[src/rtl/lsu_load.sv]
// Load-side memory path: takes one load from execute, reads the containing word over a
// valid/ready bus, extracts and extends the addressed lane, and hands it to writeback.
module lsu_load #(
    parameter int TIMEOUT_CYCLES = 255,
    parameter int CNT_WIDTH      = 8
) (
    input  logic        clk,
    input  logic        rst,
    input  logic        ld_valid,
    output logic        ld_ready,
    input  logic [31:0] ld_addr,
    input  logic [2:0]  ld_funct3,
    output logic        mem_req_valid,
    input  logic        mem_req_ready,
    output logic [31:0] mem_req_addr,
    input  logic        mem_rsp_valid,
    output logic        mem_rsp_ready,
    input  logic [31:0] mem_rsp_data,
    input  logic        mem_rsp_err,
    output logic        wb_valid,
    input  logic        wb_ready,
    output logic [31:0] wb_data,
    output logic        wb_fault,
    output logic [1:0]  state_dbg
);

    // Handshakes: a transfer happens on a rising edge where valid and ready are both high;
    // once valid is raised the payload is held stable until that edge.

    typedef enum logic [1:0] {
        S_IDLE = 2'd0,
        S_REQ  = 2'd1,
        S_WAIT = 2'd2,
        S_DONE = 2'd3
    } state_t;

    localparam logic [CNT_WIDTH-1:0] CNT_LAST = CNT_WIDTH'(TIMEOUT_CYCLES - 1);

    state_t                state;
    state_t                state_next;
    logic [CNT_WIDTH-1:0]  cnt;
    logic [31:0]           addr_q;
    logic [2:0]            funct3_q;
    logic                  ld_bad;
    logic                  timeout_hit;
    logic [31:0]           rsp_ext;

    // Loads that can never be issued: unknown funct3 or a lane crossing its natural alignment.
    always_comb begin
        ld_bad = 1'b0;
        case (ld_funct3)
            3'b000, 3'b100: ld_bad = 1'b0;
            3'b001, 3'b101: ld_bad = ld_addr[0];
            3'b010:         ld_bad = (ld_addr[1:0] != 2'b00);
            default:        ld_bad = 1'b1;
        endcase
    end

    always_comb begin
        logic [7:0]  lane_byte;
        logic [15:0] lane_half;
        lane_byte = mem_rsp_data[{addr_q[1:0], 3'b000} +: 8];
        lane_half = addr_q[1] ? mem_rsp_data[31:16] : mem_rsp_data[15:0];
        case (funct3_q)
            3'b000:  rsp_ext = {{24{lane_byte[7]}}, lane_byte};
            3'b100:  rsp_ext = {24'd0, lane_byte};
            3'b001:  rsp_ext = {{16{lane_half[15]}}, lane_half};
            3'b101:  rsp_ext = {16'd0, lane_half};
            default: rsp_ext = mem_rsp_data;
        endcase
    end

    assign timeout_hit = (TIMEOUT_CYCLES != 0) && (cnt == CNT_LAST);

    always_ff @(posedge clk or posedge rst) begin
        if (rst) begin
            state <= S_IDLE;
        end else begin
            state <= state_next;
        end
    end

    always_comb begin
        state_next = state;
        case (state)
            S_IDLE: if (ld_valid) state_next = ld_bad ? S_DONE : S_REQ;
            S_REQ:  if (mem_req_ready) state_next = S_WAIT;
            S_WAIT: if (mem_rsp_valid || timeout_hit) state_next = S_DONE;
            S_DONE: if (wb_ready) state_next = S_IDLE;
            default: state_next = S_IDLE;
        endcase
    end

    always_comb begin
        ld_ready      = (state == S_IDLE);
        mem_req_valid = (state == S_REQ);
        wb_valid      = (state == S_DONE);
        mem_req_addr  = {addr_q[31:2], 2'b00};
        mem_rsp_ready = 1'b1;
        state_dbg     = state;
    end

    // Datapath registers; a response seen outside WAIT falls through every branch and is dropped.
    always_ff @(posedge clk or posedge rst) begin
        if (rst) begin
            cnt      <= '0;
            addr_q   <= '0;
            funct3_q <= '0;
            wb_data  <= '0;
            wb_fault <= 1'b0;
        end else begin
            case (state)
                S_IDLE: begin
                    if (ld_valid) begin
                        addr_q   <= ld_addr;
                        funct3_q <= ld_funct3;
                        wb_data  <= '0;
                        wb_fault <= ld_bad;
                    end
                end
                S_REQ: begin
                    if (mem_req_ready) cnt <= '0;
                end
                S_WAIT: begin
                    if (mem_rsp_valid) begin
                        wb_data  <= mem_rsp_err ? 32'd0 : rsp_ext;
                        wb_fault <= mem_rsp_err;
                    end else if (timeout_hit) begin
                        wb_data  <= '0;
                        wb_fault <= 1'b1;
                    end else begin
                        cnt <= cnt + CNT_WIDTH'(1);
                    end
                end
                default: ;
            endcase
        end
    end

endmodule

[config.mk]
export PLATFORM = sky130hd
export DESIGN_NAME = lsu_load
export DESIGN_NICKNAME = d
export VERILOG_FILES = /design/src/rtl/lsu_load.sv
export SDC_FILE = /design/constraint.sdc
export NUM_CORES = 1
export LEC_CHECK = 0
export ABC_CLOCK_PERIOD_IN_PS = 2350
export CORE_MARGIN = 1
export CORE_UTILIZATION = 30
export DETAILED_ROUTE_END_ITERATION = 8
export PLACE_DENSITY_LB_ADDON = 0.08
export SLEW_MARGIN = 20
export SYNTH_ARGS = -nofsm -noshare
export SYNTH_HDL_FRONTEND = slang
export SYNTH_SLANG_ARGS = --single-unit
[constraint.sdc]
create_clock -name clk -period 2.35 [get_ports clk]
set_clock_uncertainty 0.05 [all_clocks]
set_input_delay 0.47 -clock clk [delete_from_list [all_inputs] [get_ports clk]]
set_output_delay 0.47 -clock clk [all_outputs]
set_load 0.1 [all_outputs]
==> metrics.txt, run 1 <==
# TYPE chip_impl_metric gauge
chip_impl_metric{name="worst_hold_slack",unit="ns"} 0.4079
chip_impl_metric{name="place.detailed.hpwl",unit="um"} 8129
chip_impl_info{name="cts_root_buffer",value="clkbuf_16"} 1
chip_impl_metric{name="avgSynthCellArea",unit="um2"} 11.53
chip_impl_metric{name="fp.coreArea",unit="mm2"} 0.01288
chip_impl_info{name="final_cell_mix",value="dfrtp_1, buf_4, clkdlybuf4s50_1, mux2_2"} 1
chip_impl_metric{name="timing.final.hold_violations",unit=""} 0
chip_impl_metric{name="chipHeight",unit="um"} 118.0
chip_impl_info{name="path_class",value="reg2reg"} 1
chip_impl_metric{name="grt_pass1_vias",unit=""} 3050
chip_impl_metric{name="critPathArrivalTime",unit="ns"} 2.33
chip_impl_metric{name="htreeDepth",unit=""} 3
chip_impl_info{name="critical-path-slowest-cell",value="dfrtp_1"} 1
chip_impl_info{name="worstPathCellList",value="inv_1, ha_1, and3_2, a21oi_2, or2_1, buf_4, a221o_1"} 1
chip_impl_info{name="timing.critical_path.max_delay_family",value="simple AND/OR/NAND/NOR gates"} 1
chip_impl_metric{name="netlist_area",unit="mm2"} 0.004034
chip_impl_metric{name="fin_cells",unit=""} 639
chip_impl_metric{name="net_count_final",unit=""} 542
chip_impl_metric{name="start_util",unit=""} 0.3133
chip_impl_metric{name="gp_congestion",unit=""} 0.8111
chip_impl_metric{name="clkSinkCount",unit=""} 78
chip_impl_metric{name="placed_cells",unit=""} 623
chip_impl_metric{name="final-max-slew-violation-count",unit=""} 0
chip_impl_metric{name="fin_tns_setup",unit="ns"} 0
chip_impl_metric{name="drt_iter0_markers",unit=""} 136
chip_impl_metric{name="vias_after_detailed_routing",unit=""} 3133
chip_impl_metric{name="postRouteAntennaNets",unit=""} 0
chip_impl_metric{name="cts_buffer_depth",unit=""} 2
chip_impl_metric{name="achievable-frequency",unit="MHz"} 461.7
chip_impl_metric{name="final.period_utilization",unit=""} 0.9217
chip_impl_metric{name="global_route.usage.total",unit=""} 0.1556
chip_impl_metric{name="period_minus_slack",unit="ns"} 2.166
chip_impl_metric{name="setup_viol",unit=""} 0
chip_impl_metric{name="die-width",unit="um"} 118.0
chip_impl_metric{name="skew_pair_late_insertion_delay",unit="ns"} 0.33
chip_impl_metric{name="via_per_inst",unit=""} 4.903
chip_impl_info{name="ys.flop_type",value="dfrtp_1"} 1
chip_impl_metric{name="cts_hold_repair.buffers",unit=""} 0
chip_impl_info{name="tritoncts_clock_tree",value="built"} 1
chip_impl_metric{name="grt_overflow",unit=""} 0
chip_impl_metric{name="drive_above_1_share",unit=""} 0.3126
chip_impl_info{name="critPathLaunchType",value="flip-flop"} 1
chip_impl_metric{name="placement_rows",unit=""} 41
chip_impl_metric{name="yosys.cell_types.count",unit=""} 47
chip_impl_metric{name="detail_route.wl_per_cell",unit="um"} 16.97
chip_impl_metric{name="clk_pin_slew",unit="ns"} 0.06
chip_impl_metric{name="worst_slew_margin_rel",unit=""} 0.4044
chip_impl_metric{name="grt_start_max_net_pins",unit=""} 54
chip_impl_metric{name="i_o_buffers",unit=""} 141
chip_impl_metric{name="drcViolationCount",unit=""} 0
chip_impl_info{name="worstHoldPathType",value="in2async"} 1
chip_impl_metric{name="timing.critical_path.fanout_max",unit=""} 18
chip_impl_info{name="rsz_0062_raised_after_global_routing",value="false"} 1
chip_impl_metric{name="ff2ff_setup_slack",unit="ns"} 0.18
chip_impl_metric{name="worst-path-buf-inv",unit=""} 2
chip_impl_metric{name="postRouteWirelength",unit="um"} 10850
chip_impl_metric{name="cp_data_required_time",unit="ns"} 2.52
chip_impl_metric{name="antenna_found_initial",unit=""} 0
chip_impl_metric{name="grt_pass1_wl",unit="um"} 16930
chip_impl_metric{name="postSynthRegisterBits",unit=""} 78
chip_impl_info{name="regToRegStartpoint",value="cnt[0]"} 1
chip_impl_metric{name="flow.area_growth_from_synthesis",unit="%"} 39.39
chip_impl_metric{name="yosysSeqAreaShare",unit=""} 0.4839
chip_impl_info{name="most_common_cell_after_layout_fill_and_taps_aside",value="dfrtp_1"} 1
chip_impl_metric{name="drt_first_pass_iters",unit=""} 4
chip_impl_info{name="critPathCaptureType",value="flip-flop"} 1
chip_impl_metric{name="slowest_delay",unit="ns"} 0.44
chip_impl_metric{name="boundary_pins",unit=""} 145
chip_impl_metric{name="overall_die_area",unit="mm2"} 0.01391
chip_impl_metric{name="antenna_cells",unit=""} 0
chip_impl_metric{name="synth_cells",unit=""} 350
chip_impl_info{name="run_status",value="completed"} 1
chip_impl_metric{name="synth_enable_flop_cells",unit=""} 0
chip_impl_metric{name="async_flop_share",unit=""} 1.000
chip_impl_metric{name="number_of_cts_inserted_buffers",unit=""} 9
chip_impl_metric{name="timing_worst_slew_pin_value",unit="ns"} 0.8896
chip_impl_metric{name="yosysWarnings",unit=""} 0
chip_impl_metric{name="cap_violations",unit=""} 0
chip_impl_info{name="reg2reg_to",value="wb_data[30]"} 1
chip_impl_metric{name="timing.reg2reg.worst_path_depth",unit=""} 7
## sequential cells by signal, indices dropped and copies added (netlist names)
register and count:
wb_data 32, state_dbg 2, funct3_q 3, wb_fault 1
addr_q 32, cnt 8
## worst max-delay path by stage
stage	from	endpoint	slack, ns	cells past startpoint
finish	cnt[0]	wb_data[30]	0.18	7
global route	state_dbg[0]	wb_fault	0.01	8
CTS	cnt[0]	wb_data[30]	0.11	7
detailed placement	mem_rsp_valid	wb_data[16]	-0.07	5
global placement	mem_rsp_valid	wb_data[24]	-0.04	5
floorplan	state_dbg[1]	wb_data[16]	0.002	8
## routing by layer
metal	track usage	vias up	share of wire
met3	0.03924	10	0.070
met4	0.05288	0	0.012
met2	0.2320	134	0.44
met1	0.2176	1488	0.48
met5	0	-	0
li1	-	1501	-
## area by class of cell
type | instances | area, um2
Clock buffer | 13 | 260.3
Timing Repair Buffer | 153 | 1394
Fill cell | 1228 | 7253
Tap cell | 172 | 215.2
Inverter | 9 | 42.54
Sequential cell | 78 | 1959
Clock inverter | 3 | 42.54
Multi-Input combinational cell | 211 | 1709
## cells in the mapped netlist (all sizes together), types with 2 or more instances
master	instances	area share
nor2	5	0.0047
ha	6	0.019
nand2	17	0.016
or2	2	0.0031
a221o	17	0.042
o31ai	9	0.017
a22o	10	0.022
conb	2	0.0019
o21ai	14	0.017
nor3	2	0.0025
a21oi	18	0.023
nand3b	2	0.0037
o41ai	3	0.0065
o221ai	9	0.020
o211ai	3	0.0056
nand4b	5	0.011
inv	9	0.0084
dfrtp	78	0.48
nor2b	8	0.014
and2	2	0.0031
o22ai	6	0.0093
mux2	37	0.10
buf	44	0.082
mux2i	10	0.025
nand4	2	0.0031
nand2b	6	0.0093
clkbuf	9	0.0084
nor3b	2	0.0037
## cell families (layout without fill, tap and decap cells)
family	after synthesis	count (layout)	share of synthesized area
DFF	78	78	0.4839
and+or+nand+nor	58	58	0.08716
buffers and inverters	62	178	0.09832
AOI/OAI and AO/OA	96	96	0.1765
muxes	48	48	0.1337
other	2	3	0.001862
adders and majority gates	6	6	0.01861
## through the flow
step	worst slack [ns]	util	cell area, um2
finish	0.1840	0.4367	5623
global route	0.01413	0.4367	5623
CTS	0.1102	0.4366	5622
detailed placement	-0.06627	0.4131	5319
global placement	-0.03557	0.4131	5319
floorplan	0.001715	-	4073
## repair_timing
action                                  in CTS  in global routing
buffers inserted                             0                  0
endpoints found under the setup margin       0                  5
gates resized for setup                      0                  1
Power of run 1 is not shown: default switching activity piles up to over one toggle a cycle in this logic, so the estimate is an artifact.
==> inputs of run 2 (changes only) <==
- PLACE_DENSITY: default -> 0.6
- PLACE_DENSITY_LB_ADDON: 0.08 -> default
==> metrics.txt, run 2 (synthesis results as in run 1) <==
# TYPE chip_impl_metric gauge
chip_impl_info{name="reg2reg_to",value="wb_data[20]"} 1
chip_impl_metric{name="worst_slew_margin_rel",unit=""} 0.5048
chip_impl_metric{name="global_route.usage.total",unit=""} 0.1546
chip_impl_info{name="biggestRegsByFlops",value="addr_q: 32 flops, wb_data: 32 flops, cnt: 8 flops"} 1
chip_impl_info{name="path_class",value="reg2reg"} 1
chip_impl_info{name="critPathCaptureType",value="flip-flop"} 1
chip_impl_metric{name="timing.critical_path.fanout_max",unit=""} 16
chip_impl_metric{name="via_per_inst",unit=""} 4.973
chip_impl_metric{name="post_cts_buffers",unit=""} 0
chip_impl_metric{name="net_count_final",unit=""} 543
chip_impl_metric{name="timing.reg2reg.worst_path_depth",unit=""} 7
chip_impl_metric{name="clkSinkCount",unit=""} 78
chip_impl_metric{name="multiInputGateArea",unit="mm2"} 0.001708
chip_impl_metric{name="seq_area",unit="mm2"} 0.001959
chip_impl_info{name="rsz_0062_raised_after_global_routing",value="false"} 1
chip_impl_metric{name="placed_area",unit="mm2"} 0.005344
chip_impl_metric{name="die-width",unit="um"} 118.0
chip_impl_metric{name="place.detailed.hpwl",unit="um"} 7739
chip_impl_info{name="tritoncts_clock_tree",value="built"} 1
chip_impl_metric{name="i_o_buffers",unit=""} 141
chip_impl_metric{name="gp_congestion",unit=""} 0.7925
chip_impl_metric{name="vias_after_detailed_routing",unit=""} 3183
chip_impl_metric{name="antenna_found_initial",unit=""} 0
chip_impl_metric{name="cts_hold_repair.buffers",unit=""} 0
chip_impl_metric{name="final.period_utilization",unit=""} 0.9423
chip_impl_metric{name="achievable-frequency",unit="MHz"} 451.6
chip_impl_metric{name="timing.final.hold_violations",unit=""} 0
chip_impl_metric{name="antenna_cells",unit=""} 0
chip_impl_metric{name="pre_cts_ws",unit="ns"} -0.05905
chip_impl_metric{name="clk_pin_slew",unit="ns"} 0.06
chip_impl_metric{name="drive_above_1_share",unit=""} 0.3162
chip_impl_metric{name="grt_pass1_vias",unit=""} 3243
chip_impl_metric{name="cp_data_required_time",unit="ns"} 2.57
chip_impl_metric{name="detail_route.wl_per_cell",unit="um"} 16.12
chip_impl_metric{name="timing_worst_slew_pin_value",unit="ns"} 0.7371
chip_impl_metric{name="drt_iter0_markers",unit=""} 166
chip_impl_metric{name="period_minus_slack",unit="ns"} 2.215
chip_impl_metric{name="drcViolationCount",unit=""} 0
chip_impl_metric{name="setup_viol",unit=""} 0
chip_impl_metric{name="overall_die_area",unit="mm2"} 0.01391
chip_impl_info{name="critPathLaunchType",value="flip-flop"} 1
chip_impl_metric{name="slowest_delay",unit="ns"} 0.53
chip_impl_metric{name="grt_overflow",unit=""} 0
chip_impl_metric{name="cts_resized",unit=""} 0
chip_impl_metric{name="filler_cell_count",unit=""} 1218
chip_impl_metric{name="fp.coreArea",unit="mm2"} 0.01288
chip_impl_metric{name="chipHeight",unit="um"} 118.0
chip_impl_metric{name="cap_violations",unit=""} 0
chip_impl_metric{name="setup_ws",unit="ns"} 0.1355
chip_impl_metric{name="grt_start_max_net_pins",unit=""} 79
chip_impl_metric{name="ff2ff_setup_slack",unit="ns"} 0.14
chip_impl_metric{name="drt_first_pass_iters",unit=""} 4
chip_impl_metric{name="boundary_pins",unit=""} 145
chip_impl_metric{name="postRouteAntennaNets",unit=""} 0
chip_impl_metric{name="start_util",unit=""} 0.3133
chip_impl_metric{name="flow.area_growth_from_synthesis",unit="%"} 40.54
chip_impl_info{name="run_status",value="completed"} 1
chip_impl_info{name="regToRegStartpoint",value="state_dbg[0]"} 1
chip_impl_metric{name="post-route-cell-area",unit="mm2"} 0.005669
chip_impl_info{name="most_common_cell_after_layout_fill_and_taps_aside",value="dfrtp_1"} 1
chip_impl_info{name="timing.critical_path.from",value="state_dbg[0]"} 1
chip_impl_info{name="cts_root_buffer",value="clkbuf_16"} 1
chip_impl_metric{name="htreeDepth",unit=""} 3
chip_impl_info{name="critical-path-slowest-cell",value="and2_1"} 1
chip_impl_metric{name="cts_buffer_depth",unit=""} 2
chip_impl_metric{name="postRouteWirelength",unit="um"} 10320
chip_impl_info{name="capture_point_of_the_critical_path",value="wb_data[20]"} 1
chip_impl_metric{name="number_of_cts_inserted_buffers",unit=""} 9
chip_impl_metric{name="critPathArrivalTime",unit="ns"} 2.44
chip_impl_metric{name="grt_pass1_wl",unit="um"} 16870
chip_impl_info{name="final_cell_mix",value="dfrtp_1, clkdlybuf4s50_1, buf_4, mux2_2"} 1
chip_impl_info{name="worstPathCellList",value="inv_4, ha_1, nand3b_1, nor2_1, buf_4, and2_1, a221o_1"} 1
chip_impl_metric{name="placement_rows",unit=""} 41
chip_impl_metric{name="skew_pair_late_insertion_delay",unit="ns"} 0.33
chip_impl_info{name="worstHoldPathType",value="reg2reg"} 1
chip_impl_metric{name="final-max-slew-violation-count",unit=""} 0
-- run 2: cell count changes in the layout (fill, tap and decap cells not counted) --
cell      before  now
buf_4         75   73
clkbuf_8       2    0
clkbuf_1       2    0
buf_12         5    8
and3_1         0    1
inv_8          0    1
and3_2         1    0
inv_6          0    3
-- run 2: cell type report --
type,count,area share
clock buffers,9,0.03973
clock inverters,7,0.01412
inverters,9,0.007504
multi-input cells,211,0.3013
flip-flops and latches,78,0.3456
well taps,172,0.03796
repair buffers,154,0.2538
-- run 2: metal layers --
| metal | vias to the layer above | part of all wire | GRT usage |
|---|---|---|---|
| met5 | - | 0 | 0 |
| met4 | 0 | 0.028 | 0.07212 |
| met3 | 19 | 0.059 | 0.03731 |
| met2 | 115 | 0.48 | 0.2426 |
| met1 | 1542 | 0.44 | 0.1997 |
| li1 | 1507 | - | - |
-- run 2: worst min-delay path by stage --
stage,from,end,slack [ns],cells past startpoint
after detailed placement,addr_q[29],addr_q[29],0.44,1
final,addr_q[29],addr_q[29],0.46,1
after floorplan,addr_q[26],addr_q[26],0.43,1
after CTS,addr_q[29],addr_q[29],0.46,1
after global routing,addr_q[8],addr_q[8],0.47,1
after global placement,addr_q[12],addr_q[12],0.44,1
-- run 2: per-stage QoR --
stage,hold slack (ns),std cells,utilization,TNS (ns)
detailed placement,0.4441,623,0.4150,-0.7992
finish,0.4550,640,0.4403,0
global route,0.4748,640,0.4403,0
CTS,0.4581,639,0.4387,0
floorplan,0.4307,351,-,0
global placement,0.4412,623,0.4150,-0.0001392
-- run 2: critical path: cells and delay by family (launching register included) --
family          cells  cell delay (ns)
buf+inv             2             0.22
compound gates      1             0.25
fa+ha+maj           1             0.23
simple gates        3             0.87
flops               1             0.52
Power of run 2 is left out for the same reason.
==> inputs of run 3 (changes only) <==
- ABC_CLOCK_PERIOD_IN_PS: 2350 -> 2700
- PLACE_DENSITY: 0.6 -> 0.57
- clock period: 2.35 -> 2.7 ns (I/O delays scaled with it)
==> metrics.txt, run 3 (synthesis results as in run 1) <==
# TYPE chip_impl_metric gauge
chip_impl_metric{name="chipHeight",unit="um"} 118.0
chip_impl_metric{name="worst_slew_margin_rel",unit=""} 0.4067
chip_impl_metric{name="placement_rows",unit=""} 41
chip_impl_metric{name="fin_tns_setup",unit="ns"} 0
chip_impl_info{name="worstPathCellList",value="inv_1, ha_1, and3_1, a21oi_2, or2_1, buf_4, a221o_1"} 1
chip_impl_info{name="critPathCaptureType",value="flip-flop"} 1
chip_impl_metric{name="path_depth",unit=""} 7
chip_impl_metric{name="cap_violations",unit=""} 0
chip_impl_info{name="critical-path-slowest-cell",value="dfrtp_1"} 1
chip_impl_metric{name="seq_area",unit="mm2"} 0.001954
chip_impl_metric{name="final.period_utilization",unit=""} 0.8345
chip_impl_metric{name="achievable-frequency",unit="MHz"} 443.8
chip_impl_metric{name="postRouteAntennaNets",unit=""} 0
chip_impl_metric{name="final-max-slew-violation-count",unit=""} 0
chip_impl_metric{name="postRouteWirelength",unit="um"} 10570
chip_impl_info{name="final_cell_mix",value="dfrtp_1, buf_4, clkdlybuf4s50_1, mux2_2"} 1
chip_impl_metric{name="timing_worst_slew_pin_value",unit="ns"} 0.8861
chip_impl_info{name="tritoncts_clock_tree",value="built"} 1
chip_impl_metric{name="cp_data_required_time",unit="ns"} 2.88
chip_impl_metric{name="overall_die_area",unit="mm2"} 0.01391
chip_impl_metric{name="post_cts_buffers",unit=""} 0
chip_impl_metric{name="timing.critical_path.fanout_max",unit=""} 33
chip_impl_metric{name="drive_above_1_share",unit=""} 0.3011
chip_impl_info{name="biggestRegsByFlops",value="addr_q: 32 flops, wb_data: 32 flops, cnt: 8 flops"} 1
chip_impl_metric{name="clkSinkCount",unit=""} 78
chip_impl_metric{name="antenna_cells",unit=""} 0
chip_impl_metric{name="multiInputGateArea",unit="mm2"} 0.001692
chip_impl_metric{name="worst_hold_slack",unit="ns"} 0.4453
chip_impl_metric{name="drt_iter0_markers",unit=""} 204
chip_impl_metric{name="via_per_inst",unit=""} 4.991
chip_impl_metric{name="slowest_delay",unit="ns"} 0.43
chip_impl_metric{name="skew_pair_late_insertion_delay",unit="ns"} 0.35
chip_impl_metric{name="critPathArrivalTime",unit="ns"} 2.43
chip_impl_metric{name="clk_pin_slew",unit="ns"} 0.06
chip_impl_metric{name="vias_after_detailed_routing",unit=""} 3179
chip_impl_metric{name="worst-path-buf-inv",unit=""} 2
chip_impl_metric{name="cts_resized",unit=""} 0
chip_impl_metric{name="fp.coreArea",unit="mm2"} 0.01288
chip_impl_metric{name="pre_cts_ws",unit="ns"} 0.1590
chip_impl_metric{name="filler_cell_count",unit=""} 1220
chip_impl_metric{name="flow.area_growth_from_synthesis",unit="%"} 37.44
chip_impl_metric{name="number_of_cts_inserted_buffers",unit=""} 9
chip_impl_metric{name="setup_viol",unit=""} 0
chip_impl_metric{name="drcViolationCount",unit=""} 0
chip_impl_info{name="worstHoldPathType",value="in2async"} 1
chip_impl_info{name="timing.critical_path.max_delay_family",value="compound AO/OA/AOI/OAI gates"} 1
chip_impl_metric{name="cts_buffer_depth",unit=""} 2
chip_impl_metric{name="boundary_pins",unit=""} 145
chip_impl_metric{name="die-width",unit="um"} 118.0
chip_impl_metric{name="htreeDepth",unit=""} 3
chip_impl_metric{name="cts_hold_repair.buffers",unit=""} 0
chip_impl_metric{name="drt_first_pass_iters",unit=""} 4
chip_impl_info{name="rsz_0062_raised_after_global_routing",value="false"} 1
chip_impl_info{name="critPathLaunchType",value="flip-flop"} 1
chip_impl_metric{name="grt_overflow",unit=""} 0
chip_impl_info{name="path_class",value="reg2reg"} 1
chip_impl_metric{name="grt_pass1_vias",unit=""} 3148
chip_impl_metric{name="detail_route.wl_per_cell",unit="um"} 16.59
chip_impl_metric{name="i_o_buffers",unit=""} 141
chip_impl_metric{name="net_count_final",unit=""} 540
chip_impl_metric{name="final_core_util",unit=""} 0.4306
chip_impl_metric{name="grt_start_max_net_pins",unit=""} 38
chip_impl_metric{name="setup_ws",unit="ns"} 0.4469
chip_impl_metric{name="antenna_found_initial",unit=""} 0
chip_impl_metric{name="grt_pass1_wl",unit="um"} 17150
chip_impl_metric{name="global_route.usage.total",unit=""} 0.1592
chip_impl_info{name="run_status",value="completed"} 1
chip_impl_metric{name="period_minus_slack",unit="ns"} 2.253
chip_impl_metric{name="place.detailed.hpwl",unit="um"} 7842
chip_impl_metric{name="timing.reg2reg.worst_path_depth",unit=""} 7
chip_impl_metric{name="timing.final.hold_violations",unit=""} 0
chip_impl_info{name="cts_root_buffer",value="clkbuf_16"} 1
chip_impl_metric{name="start_util",unit=""} 0.3133
chip_impl_metric{name="gp_congestion",unit=""} 0.8166
[run 3: cell types whose count changed in the layout (fill, tap and decap cells not counted), moves of 2 or more]
cell     change
inv_1        +2
dfrtp_4      -2
buf_4        +3
inv_4        -2
dfrtp_2      +2
buf_12       -6
[run 3: cell type report]
class,count,area share
Sequential cell,78,0.3525
Multi-Input combinational cell,211,0.3051
Timing Repair Buffer,151,0.2419
Clock buffer,11,0.04378
Tap cell,172,0.03882
Clock inverter,5,0.01151
Inverter,9,0.006319
[run 3: metal layers]
layer | wire length (um) | track usage | share of wire
met2 | 4900 | 0.2390 | 0.46
met4 | 224 | 0.06651 | 0.021
met1 | 4675 | 0.2082 | 0.44
met5 | 0 | 0 | 0
met3 | 767 | 0.05329 | 0.073
[run 3: stage by stage]
step	instance area [um2]	instances
after floorplan	4043	351
after global placement	5238	621
after detailed placement	5238	621
after CTS	5544	637
after global routing	5544	637
final	5544	637
[run 3: final timing paths]
| path | from | endpoint | slack, ns |
|---|---|---|---|
| max | cnt[0] | wb_data[22] | 0.45 |
| min | rst | addr_q[27] | 0.45 |
| max reg2reg | cnt[0] | wb_data[22] | 0.45 |
| min reg2reg | addr_q[30] | addr_q[30] | 0.46 |
| max in group asynchronous | rst | addr_q[20] | 1.55 |
| min in group clk | addr_q[30] | addr_q[30] | 0.46 |
Power of run 3 is left out for the same reason.
